### src/rtl/uart_rx.sv
// Oversampling UART receiver: 2-flop rxd synchronizer, mid-bit sampling FSM, 8 data bits, optional parity.
// rx_valid pulses one clk after the mid-stop-bit strobe; rx_ready/overrun_err track consumer reads via rx_rd.
module uart_rx #(
  parameter int OSR = 16
) (
  input  logic       clk,
  input  logic       rst,
  input  logic       rx_data_sample,
  input  logic       rx_en,
  input  logic       no_parity,
  input  logic       ev_parity,
  input  logic       rxd,
  input  logic       rx_rd,
  output logic [7:0] rx_data,
  output logic       rx_valid,
  output logic       rx_ready,
  output logic       parity_err,
  output logic       frame_err,
  output logic       overrun_err,
  output logic       rx_busy
);

  localparam int TW = $clog2(OSR);
  localparam logic [TW-1:0] TICK_MID = TW'(OSR / 2 - 1);
  localparam logic [TW-1:0] TICK_END = TW'(OSR - 1);

  typedef enum logic [2:0] {RX_IDLE, RX_START, RX_DATA, RX_PARITY, RX_STOP} rx_state_t;

  rx_state_t     state, state_nxt;
  logic [TW-1:0] tick_cnt, tick_nxt;
  logic [2:0]    bit_cnt, bit_nxt;
  logic [7:0]    shift_q, shift_nxt;
  logic          par_err_q, par_err_nxt;
  logic          np_q, ev_q, cfg_load, complete;
  logic          rxd_meta, rxd_s;

  always_ff @(posedge clk or posedge rst) begin
    if (rst) begin
      rxd_meta <= 1'b1;
      rxd_s    <= 1'b1;
    end else begin
      rxd_meta <= rxd;
      rxd_s    <= rxd_meta;
    end
  end

  always_comb begin
    state_nxt   = state;
    tick_nxt    = tick_cnt;
    bit_nxt     = bit_cnt;
    shift_nxt   = shift_q;
    par_err_nxt = par_err_q;
    cfg_load    = 1'b0;
    complete    = 1'b0;
    if (!rx_en) begin
      state_nxt = RX_IDLE;
      tick_nxt  = '0;
      bit_nxt   = '0;
    end else if (rx_data_sample) begin
      case (state)
        RX_IDLE: begin
          if (!rxd_s) begin
            state_nxt = RX_START;
            tick_nxt  = '0;
          end
        end
        RX_START: begin
          if (tick_cnt == TICK_MID) begin
            tick_nxt = '0;
            bit_nxt  = '0;
            if (!rxd_s) begin
              state_nxt   = RX_DATA;
              cfg_load    = 1'b1;
              par_err_nxt = 1'b0;
            end else begin
              state_nxt = RX_IDLE;
            end
          end else begin
            tick_nxt = tick_cnt + TW'(1);
          end
        end
        RX_DATA: begin
          if (tick_cnt == TICK_END) begin
            tick_nxt           = '0;
            shift_nxt[bit_cnt] = rxd_s;
            if (bit_cnt == 3'd7) begin
              bit_nxt   = '0;
              state_nxt = np_q ? RX_STOP : RX_PARITY;
            end else begin
              bit_nxt = bit_cnt + 3'd1;
            end
          end else begin
            tick_nxt = tick_cnt + TW'(1);
          end
        end
        RX_PARITY: begin
          if (tick_cnt == TICK_END) begin
            tick_nxt = '0;
            // even: data^parity must be 0; odd: must be 1
            par_err_nxt = (^shift_q) ^ rxd_s ^ ~ev_q;
            state_nxt   = RX_STOP;
          end else begin
            tick_nxt = tick_cnt + TW'(1);
          end
        end
        RX_STOP: begin
          if (tick_cnt == TICK_END) begin
            tick_nxt  = '0;
            complete  = 1'b1;
            state_nxt = RX_IDLE;
          end else begin
            tick_nxt = tick_cnt + TW'(1);
          end
        end
        default: state_nxt = RX_IDLE;
      endcase
    end
  end

  always_ff @(posedge clk or posedge rst) begin
    if (rst) begin
      state     <= RX_IDLE;
      tick_cnt  <= '0;
      bit_cnt   <= '0;
      shift_q   <= '0;
      par_err_q <= 1'b0;
      np_q      <= 1'b1;
      ev_q      <= 1'b0;
    end else begin
      state     <= state_nxt;
      tick_cnt  <= tick_nxt;
      bit_cnt   <= bit_nxt;
      shift_q   <= shift_nxt;
      par_err_q <= par_err_nxt;
      if (cfg_load) begin
        np_q <= no_parity;
        ev_q <= ev_parity;
      end
    end
  end

  // completion beats a coincident read: byte stays ready, no overrun
  always_ff @(posedge clk or posedge rst) begin
    if (rst) begin
      rx_data     <= 8'h00;
      rx_valid    <= 1'b0;
      rx_ready    <= 1'b0;
      parity_err  <= 1'b0;
      frame_err   <= 1'b0;
      overrun_err <= 1'b0;
    end else begin
      rx_valid <= complete;
      if (complete) begin
        rx_data     <= shift_q;
        rx_ready    <= 1'b1;
        parity_err  <= par_err_q;
        frame_err   <= ~rxd_s;
        overrun_err <= ~rx_rd & (overrun_err | rx_ready);
      end else if (rx_rd) begin
        rx_ready    <= 1'b0;
        overrun_err <= 1'b0;
      end
    end
  end

  assign rx_busy = (state != RX_IDLE);

endmodule

### config.mk
export PLATFORM = sky130hd
export DESIGN_NAME = uart_rx
export DESIGN_NICKNAME = d
export VERILOG_FILES = /design/src/rtl/uart_rx.sv
export SDC_FILE = /design/constraint.sdc
export NUM_CORES = 1
export LEC_CHECK = 0
export BUFFER_PORTS_ARGS = -buffer_cell sky130_fd_sc_hd__clkbuf_2
export CAP_MARGIN = 20
export CELL_PAD_IN_SITES_DETAIL_PLACEMENT = 1
export CELL_PAD_IN_SITES_GLOBAL_PLACEMENT = 2
export CORE_UTILIZATION = 41
export CTS_CLUSTER_SIZE = 20
export DETAILED_ROUTE_END_ITERATION = 8
export MAX_ROUTING_LAYER = met4
export PLACE_DENSITY_LB_ADDON = 0.08
export SYNTH_ARGS = -nofsm -noshare
export SYNTH_HDL_FRONTEND = slang
export SYNTH_SLANG_ARGS = --single-unit
### constraint.sdc
create_clock -name clk -period 4.6 [get_ports clk]
set_input_delay 0.92 -clock clk [delete_from_list [all_inputs] [get_ports clk]]
set_output_delay 0.92 -clock clk [all_outputs]
set_load 0.01 [all_outputs]
==> metrics.cfg, run 1 <==
[setup_path]
critPathLaunch=state[1]
path_max_fanout=18
required_ps=3680
cp_data_arrival_time_ps=1520
endpoint_kind=output pin
worstSetupPathType=reg -> out
critPathLaunchType=flop
crit_end=rx_busy
rr_worst_depth=4
rrSetupSlack_ps=2570
r2r-start=tick_cnt[0]
r2r-end=rx_data[7]

[floorplan]
io_pins=22
fp.coreArea_um2=4380
start_util_pct=42.9
num_rows=24
die_area_um2=4860
die_y_um=69.7
die_x_um=69.7

[clocking]
cts-root-buf=clkbuf_8
cts_sinks=36
ctsHoldBuffers=0
clk_path_buf_depth=2
clock_latency_ps=280
numCtsBuffers=5
cts_max_level=2
path_clk_slew_ps=70
post_cts_resized=0
cts_setup_buffers=0
cts_tree=built

[power_and_ir_drop]
powerDensity_nw_per_um2=290
ir_drop_v=0.000172
p_leak_nw=1.04

[synth]
syn-num-nets=175
synth_edf_count=0
avgSynthCellArea_um2=11.5
ys_seq_area_share_pct=48.1
synth-async-reset-ratio_pct=100
synth_ff_type=dfrtp_1
yosysWarnings=0
synth.cell_area_um2=1880
synth_seq_cells=36
syn-instance-count=164
synth_cell_types=45

[global_route]
track_usage_pct=18.4
grt_pass1_vias=1401
antenna_found_initial=0
grt_start_max_net_pins=37
grt_pass1_wl_mm=6.69
overflow=0

[routing]
drcViolationCount=0
ant_nets=0
wirelength_mm=3.84
wl_per_cell_um=16.3
drtPass1Iterations=4
drtIter0Drc=60
vias_per_cell=5.67
vias=1332

[final_layout]
final_cells=235
syn_to_final_growth_pct=11.4
fill_cells=493
multi_input_area_um2=901
diodes=0
fin_nets=193
drive_gt1_share_pct=32.2
seq_area_um2=905

[placed_design]
dp_cells=227
dp_hpwl_mm=2.82
portBuffers=21
place.gp.congestion=0.748

[sta]
finClkSkew_ps=2.49
worst_slew_pin_slew_ps=619
period_needed_ps=2440
min_period_over_period_pct=53.0
setup-tns-final_ps=0
relSlewSlack_pct=58.8
max_freq_mhz=410
hold_violations=0
rsz0062_at_grt=no
finalSetupViolations=0
finalMaxSlewViolations=0

[min_path]
hp-class=reg -> reg

[outcome]
status=completed

[job]
cap_viol_max_count=0

final cells by class:
type	count	share of cell area, %
Sequential cell	36	43.2
Clock inverter	1	0.358
Tap cell	52	3.10
Timing Repair Buffer	22	5.37
Inverter	5	0.896
Clock buffer	7	4.12
Multi-Input combinational cell	112	43.0
worst min path at each step:
| stage | from | end | cells past startpoint |
|---|---|---|---|
| after floorplan | rxd_meta | rxd_s | 0 |
| after global placement | rxd_meta | rxd_s | 0 |
| after detailed placement | rxd_meta | rxd_s | 0 |
| after CTS | rxd_meta | rxd_s | 0 |
| after global routing | rxd_meta | rxd_s | 0 |
| final | rxd_meta | rxd_s | 0 |
registers in the layout (all words and copies together), names as in the netlist, 3 cells and up:
name,flops
bit_cnt,3
rx_data,8
tick_cnt,4
state,3
shift_q,8
worst max-delay path, stage by stage (launching register included):
cell and delay, ps:
dfrtp_1 560, or3_1 510, clkbuf_2 160
where the power goes:
part | switching (W) | internal (W) | leakage [nW]
clock network | 0.000109 | 0.000122 | 0.0445
logic | 0.0000263 | 0.0000192 | 0.506
registers | 0.0000104 | 0.000321 | 0.486
total | 0.000146 | 0.000462 | 1.04
synthesized netlist by cell type, types with 3 or more instances:
library cell  number  area [um2]
and2_1             4        25.0
buf_2              4        20.0
clkbuf_1           5        18.8
dfrtp_1           33         826
dfstp_2            3        78.8
ha_1               3        37.5
inv_1              5        18.8
mux2_2            21         236
mux2i_1            5        50.1
nand2_1           14        52.6
nand3_1            5        25.0
nor2_1             8        30.0
nor3_1             3        15.0
nor3b_1            3        22.5
xnor2_1            7        61.3
placed cells by master (no fill, tap or decap), types with 3 or more instances in the layout:
cell / n
dfrtp_1: 33
mux2_2: 21
clkbuf_2: 21
nand2_1: 14
nor2_1: 8
xnor2_1: 7
clkbuf_8: 6
inv_1: 5
nand3_1: 5
mux2i_1: 5
and2_1: 4
nor3_1: 3
nor3b_1: 3
ha_1: 3
dfstp_2: 3
per-layer routing:
metal	wire length, um	GRT usage [%]	vias up
met5	0	-	-
met3	130	3.92	7
met1	1830	23.6	675
met2	1810	28.0	23
li1	-	-	627
met4	72	8.44	0
cell families (layout without fill, tap and decap cells):
family	count (synthesis)	after routing	synth area share, %
AOI/OAI and AO/OA	20	20	9.11
xor gates and xnor gates	8	8	4.45
adders and majority gates	3	3	1.99
buffers and inverters	16	35	4.06
DFF	36	36	48.1
muxes	26	26	15.2
and+or+nand+nor	55	55	17.1
stage by stage:
step | utilization (%) | power, W | setup slack, ps | hold slack [ps] | instance area, um2
after global routing | 47.8 | 0.000635 | 2090 | 367 | 2100
after detailed placement | 45.7 | 0.000383 | 2020 | 349 | 2000
after CTS | 47.8 | 0.000620 | 2150 | 364 | 2100
final | 47.8 | 0.000607 | 2160 | 361 | 2100
after floorplan | - | 0.000368 | 2540 | 345 | 1880
after global placement | 45.7 | 0.000381 | 2090 | 349 | 2000
Power figures use the tool's default switching activity.
==> run 2, diff against run 1 <==
--- a/config.mk
+++ b/config.mk
@@ -9,7 +9,7 @@
 export CAP_MARGIN = 20
 export CELL_PAD_IN_SITES_DETAIL_PLACEMENT = 1
 export CELL_PAD_IN_SITES_GLOBAL_PLACEMENT = 2
-export CORE_UTILIZATION = 41
+export CORE_UTILIZATION = 38
 export CTS_CLUSTER_SIZE = 20
 export DETAILED_ROUTE_END_ITERATION = 8
 export MAX_ROUTING_LAYER = met4
==> constraint.sdc (replaced) <==
create_clock -name clk -period 2.27 [get_ports clk]
set_input_delay 0.454 -clock clk [delete_from_list [all_inputs] [get_ports clk]]
set_output_delay 0.454 -clock clk [all_outputs]
set_load 0.01 [all_outputs]
==> metrics.cfg, run 2 (synthesis results as in run 1) <==
[clocking]
clock_latency_ps=290  ; about the same
post_cts_resized=0  ; unchanged
cts_max_level=2  ; unchanged
path_clk_slew_ps=80  ; about the same
clk_path_buf_depth=2  ; unchanged
numCtsBuffers=5  ; unchanged
cts_tree=built
cts_sinks=36  ; unchanged
ctsHoldBuffers=0  ; unchanged
cts_setup_buffers=0  ; unchanged
cts-root-buf=clkbuf_8

[power_and_ir_drop]
ir_drop_v=0.000413  ; +140%
switchingPower_w=0.000310  ; +110%
seqPwrFrac_pct=53.0  ; -1.5 points
p_leak_nw=1.07  ; +3.0%
power_w=0.00125  ; +110%
powerDensity_nw_per_um2=579  ; +100%
p_comb_share_pct=8.7  ; +1.2 points
intPower_w=0.000941  ; +100%
p_sw_share_pct=24.8  ; +0.76 points
clockPowerShare_pct=38.3  ; +0.3 points

[floorplan]
fp.coreArea_um2=4750  ; +8.4%
die_x_um=72.4  ; +3.8%
die_area_um2=5240  ; +7.7%
num_rows=25  ; +4.2%
die_y_um=72.4  ; +3.8%
start_util_pct=39.6  ; -3.3 points
io_pins=22  ; unchanged

[global_route]
track_usage_pct=17.9  ; -0.51 points
overflow=0  ; unchanged
grt_pass1_wl_mm=6.80  ; +1.7%
antenna_found_initial=0  ; unchanged
grt_start_max_net_pins=37  ; unchanged
grt_pass1_vias=1337  ; -4.6%

[routing]
drtIter0Drc=73  ; +22%
vias=1318  ; -1.1%
wirelength_mm=3.99  ; +3.9%
ant_nets=0  ; unchanged
drcViolationCount=0  ; unchanged
drtPass1Iterations=4  ; unchanged
wl_per_cell_um=15.6  ; -4.6%
vias_per_cell=5.15  ; -9.2%

[sta]
finalSetupViolations=0  ; unchanged
max_freq_mhz=519
hold_violations=0  ; unchanged
worst_slew_pin_slew_ps=567  ; -51.4 ps
finClkSkew_ps=9.54  ; +7.05 ps
rsz0062_at_grt=no
finalMaxSlewViolations=0  ; unchanged
relSlewSlack_pct=61.8  ; +3.0 points
setup-tns-final_ps=0  ; unchanged
min_period_over_period_pct=84.9
period_needed_ps=1930

[final_layout]
largestRegisters=rx_data: 8 flops, shift_q: 8 flops, tick_cnt: 4 flops
syn_to_final_growth_pct=14.8
most-common-layout-cells=dfrtp_1, mux2_2, clkbuf_2
drive_gt1_share_pct=34.4  ; +2.2 points
fin_nets=199  ; +3.1%
mostFrequentLayoutCell=dfrtp_1
diodes=0  ; unchanged
fill_cells=532  ; +7.9%

[setup_path]
cp.depth=2  ; unchanged
worstSetupPathType=reg -> out
rr_worst_depth=4  ; unchanged
crit_buf_inv=1  ; unchanged
path_max_fanout=13  ; -5
required_ps=1820  ; -1860 ps
path_cells=or3_1 -> clkbuf_2
crit_family=flip-flops
critPathMaxStageDelay_ps=520  ; -40 ps
critPathLaunchType=flop
cpMaxStageDelayCell=dfrtp_1
endpoint_kind=output pin
rrSetupSlack_ps=390  ; -2180 ps
r2r-start=state[1]
r2r-end=tick_cnt[3]
cp_data_arrival_time_ps=1470  ; -50 ps

[job]
cap_viol_max_count=0  ; unchanged

[placed_design]
place.gp.congestion=0.739  ; -1.2%
dp_hpwl_mm=2.81  ; -0.24%
portBuffers=21  ; unchanged

[outcome]
status=completed

[min_path]
hp-class=in -> async

## run 2: changes by cell type in the layout (fill, tap and decap cells not counted), sizes merged
cell,before,now
buf,1,7
## run 2: layout make-up
type                            count  area (um2)  area share [%]
Tap cell                           67        83.8            3.88
Inverter                            5        18.8           0.869
Timing Repair Buffer               28         158            7.30
Sequential cell                    36         905            41.9
Multi-Input combinational cell    112         901            41.7
Clock buffer                        7        86.3            4.00
Clock inverter                      1        7.51           0.348
## run 2: worst reg2reg max path, delay by kind of cell (launching register included)
kind / cells / cell delay [ps]
DFF: 1 / 520
AOI/OAI and AO/OA: 3 / 650
and+or+nand+nor: 1 / 610
## run 2: worst max-delay path by stage
stage / from / end / slack [ps]
floorplan: tick_cnt[0] / parity_err / 550
finish: state[1] / rx_busy / 340
CTS: state[1] / rx_busy / 350
detailed placement: tick_cnt[0] / state[0] / 380
global route: tick_cnt[0] / state[2] / 220
global placement: tick_cnt[0] / state[1] / 430
## run 2: through the flow
stage,utilization [%],cells,hold slack (ps),setup WS [ps],area (um2)
detailed placement,43.4,248,350,384,2070
finish,45.4,256,242,343,2160
global route,45.4,256,230,215,2160
global placement,43.4,248,348,428,2070
CTS,45.4,256,236,350,2160
floorplan,-,164,345,545,1880
## run 2: power by group through the flow
stage	sequential (W)	combinational, W	clock (W)
global placement	0.000675	0.000107	0
detailed placement	0.000676	0.000110	0
CTS	0.000663	0.000110	0.000493
floorplan	0.000669	0.0000774	0
finish	0.000663	0.000108	0.000480
global route	0.000665	0.000121	0.000513
## run 2: routing by layer
| metal | part of all wire, % | GRT usage [%] | vias to the layer above |
|---|---|---|---|
| met1 | 52 | 25.8 | 653 |
| met2 | 44 | 24.7 | 25 |
| met3 | 3.2 | 3.33 | 6 |
| met5 | 0 | - | - |
| li1 | - | - | 634 |
| met4 | 1.4 | 7.19 | 0 |
